## config.mk

```make
export PLATFORM = sky130hd
export DESIGN_NAME = alu_issue_stage
export DESIGN_NICKNAME = d
export VERILOG_FILES = /design/src/rtl/alu_pkg.sv /design/src/rtl/alu_op_decode.sv /design/src/rtl/alu_issue_stage.sv
export SDC_FILE = /design/constraint.sdc
export NUM_CORES = 1
export LEC_CHECK = 0
export ABC_CLOCK_PERIOD_IN_PS = 2600
export BUFFER_PORTS_ARGS = -buffer_cell sky130_fd_sc_hd__buf_2
export CAP_MARGIN = 10
export CORE_ASPECT_RATIO = 1.4
export CORE_MARGIN = 1
export CORE_UTILIZATION = 50
export DETAILED_ROUTE_END_ITERATION = 6
export GPL_ROUTABILITY_DRIVEN = 0
export PLACE_DENSITY = 0.88
export RECOVER_POWER = 50
export SLEW_MARGIN = 30
export SYNTH_ARGS = -nofsm -noshare
export SYNTH_HDL_FRONTEND = slang
export SYNTH_SLANG_ARGS = --single-unit
export TNS_END_PERCENT = 10
```

## constraint.sdc

```tcl
create_clock -name clk -period 2.6 [get_ports clk]
set_clock_uncertainty 0.2 [all_clocks]
set_input_delay 0 -clock clk [delete_from_list [all_inputs] [get_ports clk]]
set_output_delay 0 -clock clk [all_outputs]
set_load 0.02 [all_outputs]
```

## src/rtl/alu_pkg.sv

```systemverilog
// Shared ALU issue definitions: ALU op codes, RV32I major opcodes, widths.
// Helper maps funct3 onto the ALU op code.
package alu_pkg;

  localparam int XLEN_D = 32;
  localparam int RD_W_D = 5;

  typedef enum logic [2:0] {
    ALU_ADD = 3'b000,
    ALU_SUB = 3'b001,
    ALU_AND = 3'b010,
    ALU_OR  = 3'b011,
    ALU_XOR = 3'b100,
    ALU_SLL = 3'b101,
    ALU_SRL = 3'b110,
    ALU_SRA = 3'b111
  } alu_op_e;

  localparam logic [6:0] OPC_OP     = 7'b0110011;
  localparam logic [6:0] OPC_OPIMM  = 7'b0010011;
  localparam logic [6:0] OPC_LUI    = 7'b0110111;
  localparam logic [6:0] OPC_AUIPC  = 7'b0010111;
  localparam logic [6:0] OPC_LOAD   = 7'b0000011;
  localparam logic [6:0] OPC_STORE  = 7'b0100011;
  localparam logic [6:0] OPC_BRANCH = 7'b1100011;

  // SLT/SLTU fall back to ADD; the caller flags them illegal.
  function automatic alu_op_e f3_op(
    input logic [2:0] f3,
    input logic       sub,
    input logic       sra
  );
    alu_op_e r;
    case (f3)
      3'b000:  r = sub ? ALU_SUB : ALU_ADD;
      3'b001:  r = ALU_SLL;
      3'b100:  r = ALU_XOR;
      3'b101:  r = sra ? ALU_SRA : ALU_SRL;
      3'b110:  r = ALU_OR;
      3'b111:  r = ALU_AND;
      default: r = ALU_ADD;
    endcase
    return r;
  endfunction

endpackage

```

## src/rtl/alu_op_decode.sv

```systemverilog
// Combinational RV32I opcode/funct to ALU op code and operand selection.
// Unsupported encodings produce zero operands with the illegal flag set.
module alu_op_decode
  import alu_pkg::*;
#(
  parameter int XLEN = XLEN_D
) (
  input  logic [6:0]      i_opcode7,
  input  logic [2:0]      i_funct3,
  input  logic            i_funct7b5,
  input  logic [XLEN-1:0] i_rs1,
  input  logic [XLEN-1:0] i_rs2,
  input  logic [XLEN-1:0] i_imm,
  input  logic [XLEN-1:0] i_pc,
  output alu_op_e         o_op,
  output logic [XLEN-1:0] o_op_0,
  output logic [XLEN-1:0] o_op_1,
  output logic            o_illegal
);

  logic w_is_op;
  logic w_is_opimm;
  logic w_is_lui;
  logic w_is_auipc;
  logic w_is_mem;
  logic w_is_br;
  logic w_slt;

  assign w_is_op    = (i_opcode7 == OPC_OP);
  assign w_is_opimm = (i_opcode7 == OPC_OPIMM);
  assign w_is_lui   = (i_opcode7 == OPC_LUI);
  assign w_is_auipc = (i_opcode7 == OPC_AUIPC);
  assign w_is_mem   = (i_opcode7 == OPC_LOAD)
                    | (i_opcode7 == OPC_STORE);
  assign w_is_br    = (i_opcode7 == OPC_BRANCH);
  assign w_slt      = (i_funct3[2:1] == 2'b01);

  always_comb begin
    o_op      = ALU_ADD;
    o_op_0    = '0;
    o_op_1    = '0;
    o_illegal = 1'b0;
    unique case (1'b1)
      w_is_op: begin
        o_op_0    = i_rs1;
        o_op_1    = i_rs2;
        o_op      = f3_op(i_funct3, i_funct7b5, i_funct7b5);
        o_illegal = w_slt;
      end
      w_is_opimm: begin
        o_op_0    = i_rs1;
        o_op_1    = i_imm;
        o_op      = f3_op(i_funct3, 1'b0, i_funct7b5);
        o_illegal = w_slt;
      end
      w_is_lui: begin
        o_op_1 = i_imm;
      end
      w_is_auipc: begin
        o_op_0 = i_pc;
        o_op_1 = i_imm;
      end
      w_is_mem: begin
        o_op_0 = i_rs1;
        o_op_1 = i_imm;
      end
      w_is_br: begin
        o_op_0 = i_rs1;
        o_op_1 = i_rs2;
        o_op   = ALU_SUB;
      end
      default: o_illegal = 1'b1;
    endcase
  end

endmodule

```

## src/rtl/alu_issue_stage.sv

```systemverilog
// ALU issue stage: decode to operands, main reg + skid reg, registered in_ready.
// Optional ALU_ISSUE_FWD_EN adds a single write-back forwarding port.
module alu_issue_stage
  import alu_pkg::*;
#(
  parameter int XLEN = XLEN_D,
  parameter int RD_W = RD_W_D
) (
  input  logic            clk,
  input  logic            rst_n,
  input  logic            flush,
  input  logic            in_valid,
  output logic            in_ready,
  input  logic [6:0]      in_opcode7,
  input  logic [2:0]      in_funct3,
  input  logic            in_funct7b5,
  input  logic [XLEN-1:0] in_rs1_val,
  input  logic [XLEN-1:0] in_rs2_val,
  input  logic [XLEN-1:0] in_imm,
  input  logic [XLEN-1:0] in_pc,
  input  logic [RD_W-1:0] in_rd,
`ifdef ALU_ISSUE_FWD_EN
  input  logic            fw_valid,
  input  logic [RD_W-1:0] fw_rd,
  input  logic [XLEN-1:0] fw_data,
  input  logic [RD_W-1:0] in_rs1_idx,
  input  logic [RD_W-1:0] in_rs2_idx,
`endif
  output logic            out_valid,
  input  logic            out_ready,
  output logic [2:0]      alu_opcode,
  output logic [XLEN-1:0] alu_op_0,
  output logic [XLEN-1:0] alu_op_1,
  output logic [RD_W-1:0] out_rd,
  output logic            out_illegal
);

  localparam int PW = 3 + 2 * XLEN + RD_W + 1;

  logic [XLEN-1:0] w_rs1;
  logic [XLEN-1:0] w_rs2;
  alu_op_e         w_op;
  logic [XLEN-1:0] w_op_0;
  logic [XLEN-1:0] w_op_1;
  logic            w_ill;
  logic [PW-1:0]   w_new;
  logic            w_acc;

  logic            r_main_v;
  logic            r_skid_v;
  logic [PW-1:0]   r_main;
  logic [PW-1:0]   r_skid;

`ifdef ALU_ISSUE_FWD_EN
  logic w_fw_hit;
  assign w_fw_hit = fw_valid && (fw_rd != '0);
  assign w_rs1 = (w_fw_hit && fw_rd == in_rs1_idx) ? fw_data : in_rs1_val;
  assign w_rs2 = (w_fw_hit && fw_rd == in_rs2_idx) ? fw_data : in_rs2_val;
`else
  assign w_rs1 = in_rs1_val;
  assign w_rs2 = in_rs2_val;
`endif

  alu_op_decode #(.XLEN(XLEN)) u_dec (
    .i_opcode7  (in_opcode7),
    .i_funct3   (in_funct3),
    .i_funct7b5 (in_funct7b5),
    .i_rs1      (w_rs1),
    .i_rs2      (w_rs2),
    .i_imm      (in_imm),
    .i_pc       (in_pc),
    .o_op       (w_op),
    .o_op_0     (w_op_0),
    .o_op_1     (w_op_1),
    .o_illegal  (w_ill)
  );

  assign w_new = {w_op, w_op_0, w_op_1, in_rd, w_ill};
  assign w_acc = in_valid & ~r_skid_v;

  // Flush wins over both accept and drain.
  always_ff @(posedge clk or negedge rst_n) begin
    if (!rst_n) begin
      r_main_v <= 1'b0;
      r_skid_v <= 1'b0;
      r_main   <= '0;
      r_skid   <= '0;
    end else if (flush) begin
      r_main_v <= 1'b0;
      r_skid_v <= 1'b0;
    end else if (!r_main_v || out_ready) begin
      if (r_skid_v) begin
        r_main   <= r_skid;
        r_main_v <= 1'b1;
        r_skid_v <= 1'b0;
      end else begin
        r_main_v <= w_acc;
        if (w_acc) r_main <= w_new;
      end
    end else if (w_acc) begin
      r_skid   <= w_new;
      r_skid_v <= 1'b1;
    end
  end

  assign in_ready  = ~r_skid_v;
  assign out_valid = r_main_v;
  assign {alu_opcode, alu_op_0, alu_op_1, out_rd, out_illegal} = r_main;

endmodule

```

==> results by group <==
Detailed routing
  • Total Wirelength: 24350 um
  • DRT antenna net count: 0
  • First DRT Iteration DRCs: 540
  • Average wire per standard cell: 19.96 um
  • 1st-pass router iterations: 5
  • Via-per-instance ratio: 5.924
  • DR vias: 7227
  • DRC: 0

Timing
  • RSZ-0062 raised after global routing: false
  • Setup tns final: 0 ps
  • Slew Limit Headroom: 37.50%
  • Final min period: 2528 ps
  • Pins Over Slew Limit: 0
  • Crit share post-route: 97.24%
  • Hold Violations, Final: 0
  • Measured slew at the worst slew-check pin: 937.5 ps
  • Setup violations, final: 0
  • F_max: 395.5 MHz
  • Worst hold margin: 96.52 ps

Placement
  • Input/output buffers: 223
  • Cells after DPL: 1035
  • Final HPWL DP: 12640 um

Clock network
  • # H-tree levels: 4
  • Root Buffer: clkbuf_16
  • Setup Buffers After CTS: 0
  • Worst skew pair latency: 410 ps
  • Maximum root-to-sink buffer count: 2
  • Clock sinks: 148
  • CTS tree: done
  • Worst-path clk slew: 60 ps
  • CTS Buf Count: 17

Worst setup path
  • Critical path type: in2reg
  • Buf+Inv Stages, Crit Path: 4
  • Slowest Stage Delay on Critical Path: 650 ps
  • Critical path capture point type: flip-flop
  • Critical path launch point type: input port
  • Crit path DAT: 2620 ps
  • Req. time, crit path: 2690 ps
  • CP Cell Sequence: dlygate4sd3_1 > buf_2 > nand2b_1 > nor3b_2 > buf_4 > a22oi_1 > dlygate4sd3_1 > o21ai_0
  • Worst-path maximum fanout: 32
  • Top delay family on crit path: buffers and inverters
  • Reg-to-reg slack, setup: 200 ps
  • Crit-path most repeated cell: dlygate4sd3_1
  • Slowest CP cell: dlygate4sd3_1

Layout
  • Total Nets Final: 1173
  • Finished Layout Cells: 1220
  • Proportion of layout cells with a drive suffix above 1: 26.04%
  • Area Growth Syn to Fin: 47.78%
  • Fill count: 871

Global routing
  • Initial antenna violation count: 0
  • Vias in the first global route: 7719
  • Grt total ovfl: 0
  • GRT Util Overall: 35.73%
  • Pin count of the biggest net entering global routing: 68
  • First-pass GRT wire length: 38810 um

Synthesis
  • #FFs+latches synth: 148
  • Area leader, netlist: dfrtp_1
  • Synth top area cells: dfrtp_1 54%, o211ai_2 11%, nand2_1 7.8%
  • Sequential-to-total area share from yosys stat: 53.90%
  • Async SR Flop Fraction: 100.0%
  • Commonest register cell after synthesis: dfrtp_1
  • Synth Warn #: 0
  • Mapped Nets: 820
  • Post-Syn Area: 0.006872 mm^2
  • Syn avg cell area: 10.24 um^2
  • Library cells used by synthesis: 33
  • Synth top area share: 53.90%
  • Count of flip-flops with a built-in enable after synthesis: 0
  • Cells after synthesis: 671

Floorplan
  • Initial Util: 51.33%
  • Vert. Die Dim: 140.7 um
  • Top Ports: 224
  • Total die area: 0.01422 mm^2
  • Die W: 101.1 um
  • Core area: 0.01339 mm^2
  • # rows: 50

Worst hold path
  • Hold Path Class: in2reg

Pwr
  • Leak: 4.480 nW
  • VDD IR-drop max: 0.0003898 V
  • Pwr dens: 567.3 mW/mm^2

Outcome
  • Status: completed

Flow run
  • MaxCap Viol Count: 0
-- routing by layer --
metal,track usage (%),wire length (um)
met1,40.71,8721
met2,60.11,12700
met3,8.230,1731
met4,22.04,1199
met5,0,0
-- power breakdown --
part	switching, W	leakage, nW	internal (W)
clock	0.000938	0.279	0.00148
sequential	0.0000646	2.03	0.00241
combinational	0.000471	2.17	0.000395
-- cell usage in the layout (no fill, tap or decap), types with 4 or more instances in the layout --
cell / Yosys / layout
dlygate4sd3_1: 0 / 152
dfrtp_1: 148 / 148
buf_2: 8 / 147
nand2_1: 142 / 142
clkbuf_1: 44 / 78
o21ai_0: 73 / 73
nand3_1: 66 / 65
a22oi_1: 64 / 63
o211ai_2: 60 / 60
clkbuf_16: 0 / 17
buf_4: 1 / 14
o211ai_1: 8 / 8
mux2i_1: 6 / 6
mux2_2: 5 / 5
nor2_1: 4 / 4
clkinv_2: 0 / 4
-- registers in the layout, summed over array words and instances, names as in the netlist --
| register | count |
|---|---|
| r_main | 73 |
| r_skid | 73 |
| out_valid | 1 |
| r_skid_v | 1 |
-- per-stage QoR --
step / power [W] / cell area, um^2 / util [%] / setup WS, ps
2_1_floorplan: 0.002822 / 6872 / - / 499.5
3_3_place_gp: 0.003118 / 8145 / 60.84 / 411.4
3_5_place_dp: 0.003145 / 8148 / 60.86 / 335.2
4_1_cts: 0.005731 / 10250 / 76.56 / 15.93
5_1_grt: 0.005947 / 10150 / 75.83 / 26.95
6_report: 0.005760 / 10150 / 75.85 / 71.77
-- layout make-up --
class	instances	area (um^2)	share of cell area (%)
flip-flops and latches	148	3704	36.47
repair buffers	393	2695	26.54
clock buffers	23	478.0	4.707
inverters	2	7.507	0.07393
clock inverters	9	102.6	1.010
diodes	1	2.502	0.02464
multi-input cells	462	2938	28.93
well taps	182	227.7	2.242
-- logic make-up after synthesis --
group / synth area share [%]
buf+inv: 4.188
xor+xnor: 0.1275
mux: 1.693
compound gates: 25.40
flops: 53.90
simple gates: 14.69
-- path summary, 6_finish.rpt --
path | startpoint | end | cells past startpoint
setup / recovery | in_opcode7[6] | r_skid[64] | 8
min in group asynchronous | rst_n | r_skid[48] | 3
max in group asynchronous | rst_n | r_main[69] | 4
hold reg to reg | r_skid[26] | r_skid[26] | 2
setup reg to reg | r_skid_v | r_main[62] | 5
hold / removal | in_valid | r_skid[46] | 5
-- Yosys cell counts, types with 3 or more instances --
library cell,number
nand3_1,66
o21ai_0,73
o211ai_2,60
nor2b_1,3
buf_6,6
clkbuf_1,44
a22oi_1,64
mux2i_1,6
o21a_1,3
o211ai_1,8
nor2_1,4
nand2b_1,3
mux2_2,5
buf_2,8
a21oi_1,4
nor3_1,3
dfrtp_1,148
nand2_1,142
-- timing repair --
| item | 4_1_cts | 5_1_grt |
|---|---|---|
| hold buffers | 152 | 0 |
| gates resized for setup | 0 | 3 |
| endpoints found under the setup margin | 0 | 34 |
| endpoints found under the hold margin | 296 | 0 |
-- tightest hold or removal path: cells and delay by family --
kind / cells / cell delay (ps)
and+or+nand+nor: 2 / 190
buffers and inverters: 2 / 400
AOI/OAI and AO/OA: 1 / 70
Power figures use the tool's default switching activity.
